--- src/rtl/ldpc_ctrl_pkg.sv ---
// Shared types and defaults for the LDPC min-sum iteration controller.
package ldpc_ctrl_pkg;

  localparam int DEF_N      = 12;
  localparam int DEF_M      = 6;
  localparam int DEF_ITER_W = 7;

  typedef enum logic [2:0] {
    S_IDLE,
    S_LOAD,
    S_ROW,
    S_COL,
    S_CHK,
    S_SYN,
    S_DONE
  } state_t;

  // Flat H-matrix position of (check m, bit n).
  function automatic int h_idx(
    input int m,
    input int n,
    input int n_w
  );
    return m * n_w + n;
  endfunction

endpackage

--- src/rtl/ldpc_syndrome.sv ---
// Parity syndrome of a hard-decision estimate against matrix H.
module ldpc_syndrome
  import ldpc_ctrl_pkg::*;
#(
  parameter int              N = DEF_N,
  parameter int              M = DEF_M,
  parameter logic [M*N-1:0]  H = '1
) (
  input  logic [N-1:0] i_est,
  output logic [M-1:0] o_syn
);

  always_comb begin
    o_syn = '0;
    for (int m = 0; m < M; m++) begin
      for (int n = 0; n < N; n++) begin
        o_syn[m] = o_syn[m] ^ (H[h_idx(m, n, N)] & i_est[n]);
      end
    end
  end

endmodule

--- src/rtl/ldpc_iter_ctrl.sv ---
// LDPC iteration controller: row/column phase sequencing, syndrome-based
// early termination and a valid/ready result handshake.
module ldpc_iter_ctrl
  import ldpc_ctrl_pkg::*;
#(
  parameter int              N        = DEF_N,
  parameter int              M        = DEF_M,
  parameter logic [M*N-1:0]  H        = '1,
  parameter int              MAX_ITER = 100,
  parameter int              ITER_W   = DEF_ITER_W,
  parameter int              ROW_LAT  = 2,
  parameter int              COL_LAT  = 2
) (
  input  logic              clk,
  input  logic              xrst,
  input  logic              i_val,
  output logic              o_ready,
  output logic              o_load,
  output logic              o_row_en,
  output logic              o_col_en,
  input  logic              i_est_val,
  input  logic [N-1:0]      i_estimate,
  output logic              o_val,
  input  logic              i_ready,
  output logic [N-1:0]      o_estimate,
  output logic [ITER_W-1:0] o_iter,
  output logic              o_converged
);

  localparam int PH_MAX = (ROW_LAT > COL_LAT) ? ROW_LAT : COL_LAT;
  localparam int PH_W   = $clog2(PH_MAX + 1);

  state_t              r_state;
  state_t              w_nxt;
  logic [PH_W-1:0]     r_phase;
  logic [ITER_W-1:0]   r_iter;
  logic [N-1:0]        r_est;
  logic                r_conv;
  logic [M-1:0]        w_syn;
  logic                w_row_last;
  logic                w_col_last;
  logic                w_syn_zero;
  logic                w_iter_max;

  ldpc_syndrome #(
    .N (N),
    .M (M),
    .H (H)
  ) u_syn (
    .i_est (r_est),
    .o_syn (w_syn)
  );

  assign w_row_last = (r_phase == PH_W'(ROW_LAT - 1));
  assign w_col_last = (r_phase == PH_W'(COL_LAT - 1));
  assign w_syn_zero = (w_syn == '0);
  assign w_iter_max = (r_iter == ITER_W'(MAX_ITER));

  always_ff @(posedge clk or posedge xrst) begin
    if (xrst) r_state <= S_IDLE;
    else      r_state <= w_nxt;
  end

  always_comb begin
    w_nxt = r_state;
    unique case (r_state)
      S_IDLE: if (i_val)      w_nxt = S_LOAD;
      S_LOAD:                 w_nxt = S_ROW;
      S_ROW:  if (w_row_last) w_nxt = S_COL;
      S_COL:  if (w_col_last) w_nxt = S_CHK;
      S_CHK:  if (i_est_val)  w_nxt = S_SYN;
      S_SYN: begin
        if (w_syn_zero || w_iter_max) w_nxt = S_DONE;
        else                          w_nxt = S_ROW;
      end
      S_DONE: if (i_ready)    w_nxt = S_IDLE;
      default:                w_nxt = S_IDLE;
    endcase
  end

  always_ff @(posedge clk or posedge xrst) begin
    if (xrst) begin
      r_phase <= '0;
      r_iter  <= '0;
      r_est   <= '0;
      r_conv  <= 1'b0;
    end else begin
      // Phase counter runs only while a phase holds its own state.
      if ((r_state == S_ROW && !w_row_last) ||
          (r_state == S_COL && !w_col_last))
        r_phase <= r_phase + PH_W'(1);
      else
        r_phase <= '0;
      if (r_state == S_IDLE && i_val)
        r_iter <= '0;
      else if (r_state == S_COL && w_col_last)
        r_iter <= r_iter + ITER_W'(1);
      if (r_state == S_CHK && i_est_val)
        r_est <= i_estimate;
      if (r_state == S_SYN && w_nxt == S_DONE)
        r_conv <= w_syn_zero;
    end
  end

  assign o_ready     = (r_state == S_IDLE);
  assign o_load      = (r_state == S_LOAD);
  assign o_row_en    = (r_state == S_ROW);
  assign o_col_en    = (r_state == S_COL);
  assign o_val       = (r_state == S_DONE);
  assign o_estimate  = r_est;
  assign o_iter      = r_iter;
  assign o_converged = r_conv;

endmodule

--- config.mk ---
export PLATFORM = sky130hd
export DESIGN_NAME = ldpc_iter_ctrl
export DESIGN_NICKNAME = d
export VERILOG_FILES = /design/src/rtl/ldpc_ctrl_pkg.sv /design/src/rtl/ldpc_syndrome.sv /design/src/rtl/ldpc_iter_ctrl.sv
export SDC_FILE = /design/constraint.sdc
export NUM_CORES = 1
export LEC_CHECK = 0
export BUFFER_PORTS_ARGS = -buffer_cell sky130_fd_sc_hd__buf_4
export CAP_MARGIN = 30
export CORE_MARGIN = 2
export CORE_UTILIZATION = 49
export CTS_CLUSTER_SIZE = 28
export DETAILED_ROUTE_END_ITERATION = 10
export GPL_TIMING_DRIVEN = 1
export PLACE_DENSITY = 0.78
export SYNTH_ARGS = -nofsm -noshare
export SYNTH_HDL_FRONTEND = slang
export SYNTH_SLANG_ARGS = --single-unit
--- constraint.sdc ---
create_clock -name clk -period 1.7 [get_ports clk]
set_input_delay 0.17 -clock clk [delete_from_list [all_inputs] [get_ports clk]]
set_output_delay 0.17 -clock clk [all_outputs]
set_load 0.005 [all_outputs]
==> results.yml, run 1 <==
pwr:
  switching_share_pct: 37.13
  intPower_uw: 1991
  cellLeakagePower_uw: 0.0008331
  seq_power_share_pct: 35.5
  power_density_mw_per_mm2: 1923
  vdd_drop_max_v: 0.001674
  p_comb_share_pct: 56.0
  switching_power_uw: 1176
  p_clk_share_pct: 8.4
run_status:
  status: "finished clean"
placement:
  port_buffers: 41
  hpwl_um: 1869
  place_congestion: 0.7540
  dp_slack_ps: 131.3
finish:
  multi_input_area_um2: 609.3
  fillers: 197
  drive_above_1_share_pct: 42.38
  nets: 172
  areaGrowthSynthToFinish_pct: 28.02
  seqCellArea_um2: 625.6
  n_antenna_cell: 0
synth:
  synth.avg_cell_area_um2: 11.91
  netlist_area_mm2: 0.001286
  synth_top_cell_by_area: "dfrtp_1"
  ys.warnings.count: 0
  synth_top_flop_cell: "dfrtp_1"
  synth-seq-cells: 25
  synth-async-reset-ratio_pct: 100.0
  synthTopCellsByArea: "dfrtp_1, mux2_2, xnor2_1"
  ys_seq_area_share_pct: 48.64
  synth.distinct_cells: 31
  synth_edf_count: 0
  synth_nets: 128
  postSynthCellCount: 108
  synth_top_area_share_pct: 48.64
cts:
  postCtsHoldBufs: 1
  cts_buffers: 3
  cts_root_buf: "clkbuf_4"
  clkSinkCount: 25
  cts_tree: "built"
  post_cts.repair.setup_buffers: 0
  cts_resized: 0
  clockBufferDepth: 2
  cts_max_level: 1
  clk_latency_ps: 320
  clkTransAtPathRegs_ps: 140
detailed_routing:
  routed_wl_um: 2436
  drtPass1Iterations: 4
  drc_errors: 0
  vias: 928
  first_iter_violations: 23
  post_drt_wl_per_cell_um: 13.46
  ant_nets: 0
  via_per_inst: 5.127
timing:
  fmaxAchievable_mhz: 630.3
  drv_slew: 0
  skew_ps: 5.500
  finalSetupTns_ps: 0
  worst_slew_pin_slew_ps: 360.5
  hold_viol: 0
  rsz0062_at_grt: "false"
  setup_slack_ps: 113.4
  fin_crit_ps: 1587
  period_share_pct: 93.33
  slew_headroom_pct: 75.97
  finalSetupViolations: 0
floorplanning:
  ios: 42
  start_util_pct: 51.92
  die-area_mm2: 0.003051
  fp-row-count: 18
  die_w_um: 55.24
  core-area_mm2: 0.002477
  die_h_um: 55.24
setup_path:
  cp-endpoint: "o_iter[5]$_DFFE_PP0P_"
  critPathRequiredTime_ps: 1910
  worstPathMaxFanout: 6
  startpoint_type: "flop"
  rr_endpoint: "o_iter[5]$_DFFE_PP0P_"
  arrival_ps: 1800
  r2r_setup_slack_ps: 110
  critPathKind: "flop to flop"
  cp-end-kind: "flop"
  worst-r2r-cell-count: 7
  reg2reg_from: "r_phase[1]$_DFF_PP0_"
  critPathLaunch: "r_phase[1]$_DFF_PP0_"
global_routing:
  grt.overflow.total: 0
  grt_pass1_wl_um: 4229
  antenna_found_initial: 0
  grt_max_degree: 26
  busiest_layer: "met2"
  grt_pass1_vias: 895
  grt_use_met1_pct: 24.15
  met3_usage_pct: 2.810
  gr-usage-all-layers_pct: 17.03
  met2_usage_pct: 26.87
worst_hold_path:
  hold_path.class: "input port to flop"
job:
  maxCapViolCount: 0
==> how the worst min path moves through the flow <==
stage,start,to,slack [ps],depth (start not counted)
2_1_floorplan,xrst,o_converged$_DFFE_PP0P_,200,1
3_3_place_gp,xrst,o_estimate[2]$_DFFE_PP0P_,240,3
3_5_place_dp,xrst,o_estimate[5]$_DFFE_PP0P_,250,3
4_1_cts,i_estimate[1],o_estimate[1]$_DFFE_PP0P_,80,2
5_1_grt,i_estimate[1],o_estimate[1]$_DFFE_PP0P_,60,2
6_report,i_estimate[3],o_estimate[3]$_DFFE_PP0P_,70,2
==> power groups by stage <==
stage	clock [uW]	sequential, uW	combinational (uW)
floorplan	0	1060	1260
global placement	0	1120	1730
detailed placement	0	1140	1800
CTS	262	1130	1810
global route	295	1180	1930
finish	267	1130	1770
==> sequential cells by signal, indices dropped and copies added, names as in the netlist <==
| signal | cells |
|---|---|
| r_phase | 2 |
| o_estimate | 12 |
| o_converged | 1 |
| r_state | 3 |
| o_iter | 7 |
==> Yosys cell counts, drive strengths merged (2+ instances only) <==
cell type / instances
dfrtp: 25
mux2: 13
nor2: 12
xnor2: 12
inv: 6
nor3: 5
nand2: 4
nand3: 4
and3: 3
buf: 3
ha: 3
xor2: 3
nand2b: 2
nand4b: 2
==> cell families after synthesis <==
| kind of cell | count (synthesis) | synth area share (%) |
|---|---|---|
| AO/OA/AOI/OAI | 4 | 2.431 |
| XOR/XNOR | 16 | 12.55 |
| adder cells (fa/ha/maj) | 3 | 2.919 |
| buffers and inverters | 10 | 3.988 |
| flip-flops | 25 | 48.64 |
| multiplexers | 14 | 12.16 |
| AND/OR/NAND/NOR | 36 | 17.31 |
==> worst max-delay path: stages, from the launching register on <==
cell,delay (ps)
dfrtp_1,380
inv_1,50
ha_1,290
nand4b_4,210
nor4_4,220
nand3_1,130
xor2_1,150
nor2_1,50
==> cell type report <==
| class | instances | area share [%] |
|---|---|---|
| clock buffers | 4 | 1.596 |
| inverters | 6 | 1.368 |
| multi-input cells | 73 | 37.01 |
| flip-flops and latches | 25 | 37.99 |
| well taps | 30 | 2.280 |
| repair buffers | 43 | 19.76 |
==> layer usage <==
| metal | up-vias | part of all wire [%] |
|---|---|---|
| li1 | 455 | - |
| met1 | 442 | 45 |
| met2 | 28 | 48 |
| met3 | 3 | 5.5 |
| met4 | 0 | 0.86 |
| met5 | - | 0 |
==> through the flow <==
stage	util [%]	hold slack [ps]	area (um2)	total power, uW	instances
finish	66.46	72.35	1647	3166	181
global route	66.46	57.29	1647	3407	181
CTS	66.46	79.74	1647	3200	181
detailed placement	65.00	246.4	1610	2943	176
global placement	65.00	238.6	1610	2856	176
floorplan	-	197.3	1286	2319	108
==> cells in the final DEF, fill, tap and decap left out <==
| cell type | n |
|---|---|
| buf_4 | 42 |
| dfrtp_1 | 25 |
| mux2_2 | 13 |
| nor2_1 | 12 |
| xnor2_1 | 11 |
| inv_1 | 6 |
| nor3_1 | 5 |
| nand2_1 | 4 |
| nand3_1 | 4 |
| xor2_1 | 3 |
| ha_1 | 3 |
| clkbuf_4 | 3 |
| and3_1 | 2 |
| and3_4 | 1 |
| nand2b_4 | 1 |
| and2_1 | 1 |
| or3_1 | 1 |
| nand3b_1 | 1 |
| nand4b_1 | 1 |
| xnor2_2 | 1 |
| xnor3_1 | 1 |
| nand4b_4 | 1 |
| o211ai_2 | 1 |
| o21ai_0 | 1 |
| a21oi_1 | 1 |
| mux2i_1 | 1 |
| nor4_4 | 1 |
| o41ai_1 | 1 |
| nand2b_1 | 1 |
| clkbuf_1 | 1 |
| dlygate4sd3_1 | 1 |
No activity file was read; power rests on OpenSTA's default activity.
==> inputs of run 2 (changes only) <==
--- a/config.mk
+++ b/config.mk
@@ -11,7 +11,7 @@
 export CORE_UTILIZATION = 49
 export CTS_CLUSTER_SIZE = 28
 export DETAILED_ROUTE_END_ITERATION = 10
-export GPL_TIMING_DRIVEN = 1
+export GPL_TIMING_DRIVEN = 0
 export PLACE_DENSITY = 0.78
 export SYNTH_ARGS = -nofsm -noshare
 export SYNTH_HDL_FRONTEND = slang
==> results.yml, run 2 (same netlist as run 1, synthesis figures left out) <==
run_status:
  status: "finished clean"
cts:
  cts_max_level: 1
  clockBufferDepth: 2
  cts_root_buf: "clkbuf_4"
  post_cts.repair.setup_buffers: 0
  clkTransAtPathRegs_ps: 150
  clk_latency_ps: 320
  cts_resized: 0
  postCtsHoldBufs: 0
  cts_buffers: 3
  clkSinkCount: 25
  cts_tree: "built"
setup_path:
  arrival_ps: 1850
  critPathRequiredTime_ps: 1960
  worstPathMaxFanout: 6
  r2r_setup_slack_ps: 120
  startpoint_type: "flop"
  cp-endpoint: "o_iter[6]$_DFFE_PP0P_"
  reg2reg_from: "r_phase[1]$_DFF_PP0_"
  worst-r2r-cell-count: 7
  critPathKind: "flop to flop"
  rr_endpoint: "o_iter[6]$_DFFE_PP0P_"
  cp-end-kind: "flop"
  critPathLaunch: "r_phase[1]$_DFF_PP0_"
timing:
  skew_ps: 5.089
  worst_slew_pin_slew_ps: 936.0
  drv_slew: 0
  finalSetupViolations: 0
  period_share_pct: 93.18
  hold_viol: 0
  fmaxAchievable_mhz: 631.3
  slew_headroom_pct: 37.53
  fin_crit_ps: 1584
  finalSetupTns_ps: 0
  rsz0062_at_grt: "false"
  setup_slack_ps: 115.9
finish:
  largest_reg_flops: 12
  final_common_cell: "buf_4"
  drive_above_1_share_pct: 44.44
  n_antenna_cell: 0
  final_cell_mix: "buf_4, dfrtp_1, mux2_2"
  areaGrowthSynthToFinish_pct: 29.18
  final_util_pct: 67.07
  nets: 174
  final_cell_area_mm2: 0.001662
worst_hold_path:
  hold_path.class: "input port to async pin"
placement:
  dp_slack_ps: 127.0
  place_area_mm2: 0.001632
  place_congestion: 0.7642
  port_buffers: 41
  hpwl_um: 1802
floorplanning:
  core-area_mm2: 0.002477
  die_h_um: 55.24
  fp-row-count: 18
  ios: 42
  start_util_pct: 51.92
  die_w_um: 55.24
  die-area_mm2: 0.003051
pwr:
  cellLeakagePower_uw: 0.0008424
  total_power_uw: 3178
  power_density_mw_per_mm2: 1913
  vdd_drop_max_v: 0.001701
detailed_routing:
  first_iter_violations: 8
  via_per_inst: 5.180
  drtPass1Iterations: 4
  post_drt_wl_per_cell_um: 12.58
  ant_nets: 0
  routed_wl_um: 2302
  vias: 948
  drc_errors: 0
global_routing:
  gr-usage-all-layers_pct: 15.03
  grt_pass1_wl_um: 3801
  grt_pass1_vias: 903
  grt.overflow.total: 0
  grt_max_degree: 26
  antenna_found_initial: 0
job:
  maxCapViolCount: 0
-- run 2: cell count changes in the layout (fill, tap and decap cells not counted), sizes merged --
cell         before  now
clkinvlp          0    1
dlygate4sd3       1    0
buf              42   44
-- run 2: how the worst min path moves through the flow --
stage / cells past startpoint / from / slack, ps / to
floorplan: 1 / xrst / 200 / o_converged$_DFFE_PP0P_
global placement: 2 / i_estimate[5] / 400 / o_estimate[5]$_DFFE_PP0P_
detailed placement: 2 / i_estimate[2] / 410 / o_estimate[2]$_DFFE_PP0P_
CTS: 2 / i_estimate[2] / 60 / o_estimate[2]$_DFFE_PP0P_
global route: 2 / i_estimate[2] / 50 / o_estimate[2]$_DFFE_PP0P_
finish: 2 / xrst / 40 / o_iter[5]$_DFFE_PP0P_
-- run 2: report_power, final --
| group | total [uW] | switching [uW] | leakage, uW | internal (uW) |
|---|---|---|---|---|
| clock network | 279 | 189 | 0.0000139 | 89.9 |
| logic | 1840 | 755 | 0.000504 | 1080 |
| registers | 1060 | 220 | 0.000325 | 841 |
-- run 2: area by class of cell --
type                    count  area, um2
plain buffers               4      28.78
clock buffers               3      22.52
clock inverters             1      7.507
fillers                   191      815.8
inverters                   6      22.52
multi-input cells          73      609.3
flip-flops and latches     25      625.6
well taps                  30      37.54
repair buffers             41      307.8
-- run 2: critical path: stages, from the launching register on --
cell,delay (ps)
dfrtp_1,390
inv_1,50
ha_1,280
nand4b_4,200
nor2_1,220
nand3_1,110
xor2_1,150
nor2_1,110
-- run 2: metal layers --
layer | track usage, % | up-vias | share of wire (%)
met3 | 3.044 | 3 | 6.7
li1 | - | 451 | -
met1 | 18.59 | 463 | 42
met2 | 27.04 | 31 | 50
met5 | 0 | - | 0
met4 | 3.136 | 0 | 0.74
-- run 2: through the flow --
stage	hold WS, ps	std cells
after floorplan	197.3	108
after global placement	404.3	179
after detailed placement	406.4	179
after CTS	60.25	183
after global routing	53.93	183
final	36.63	183
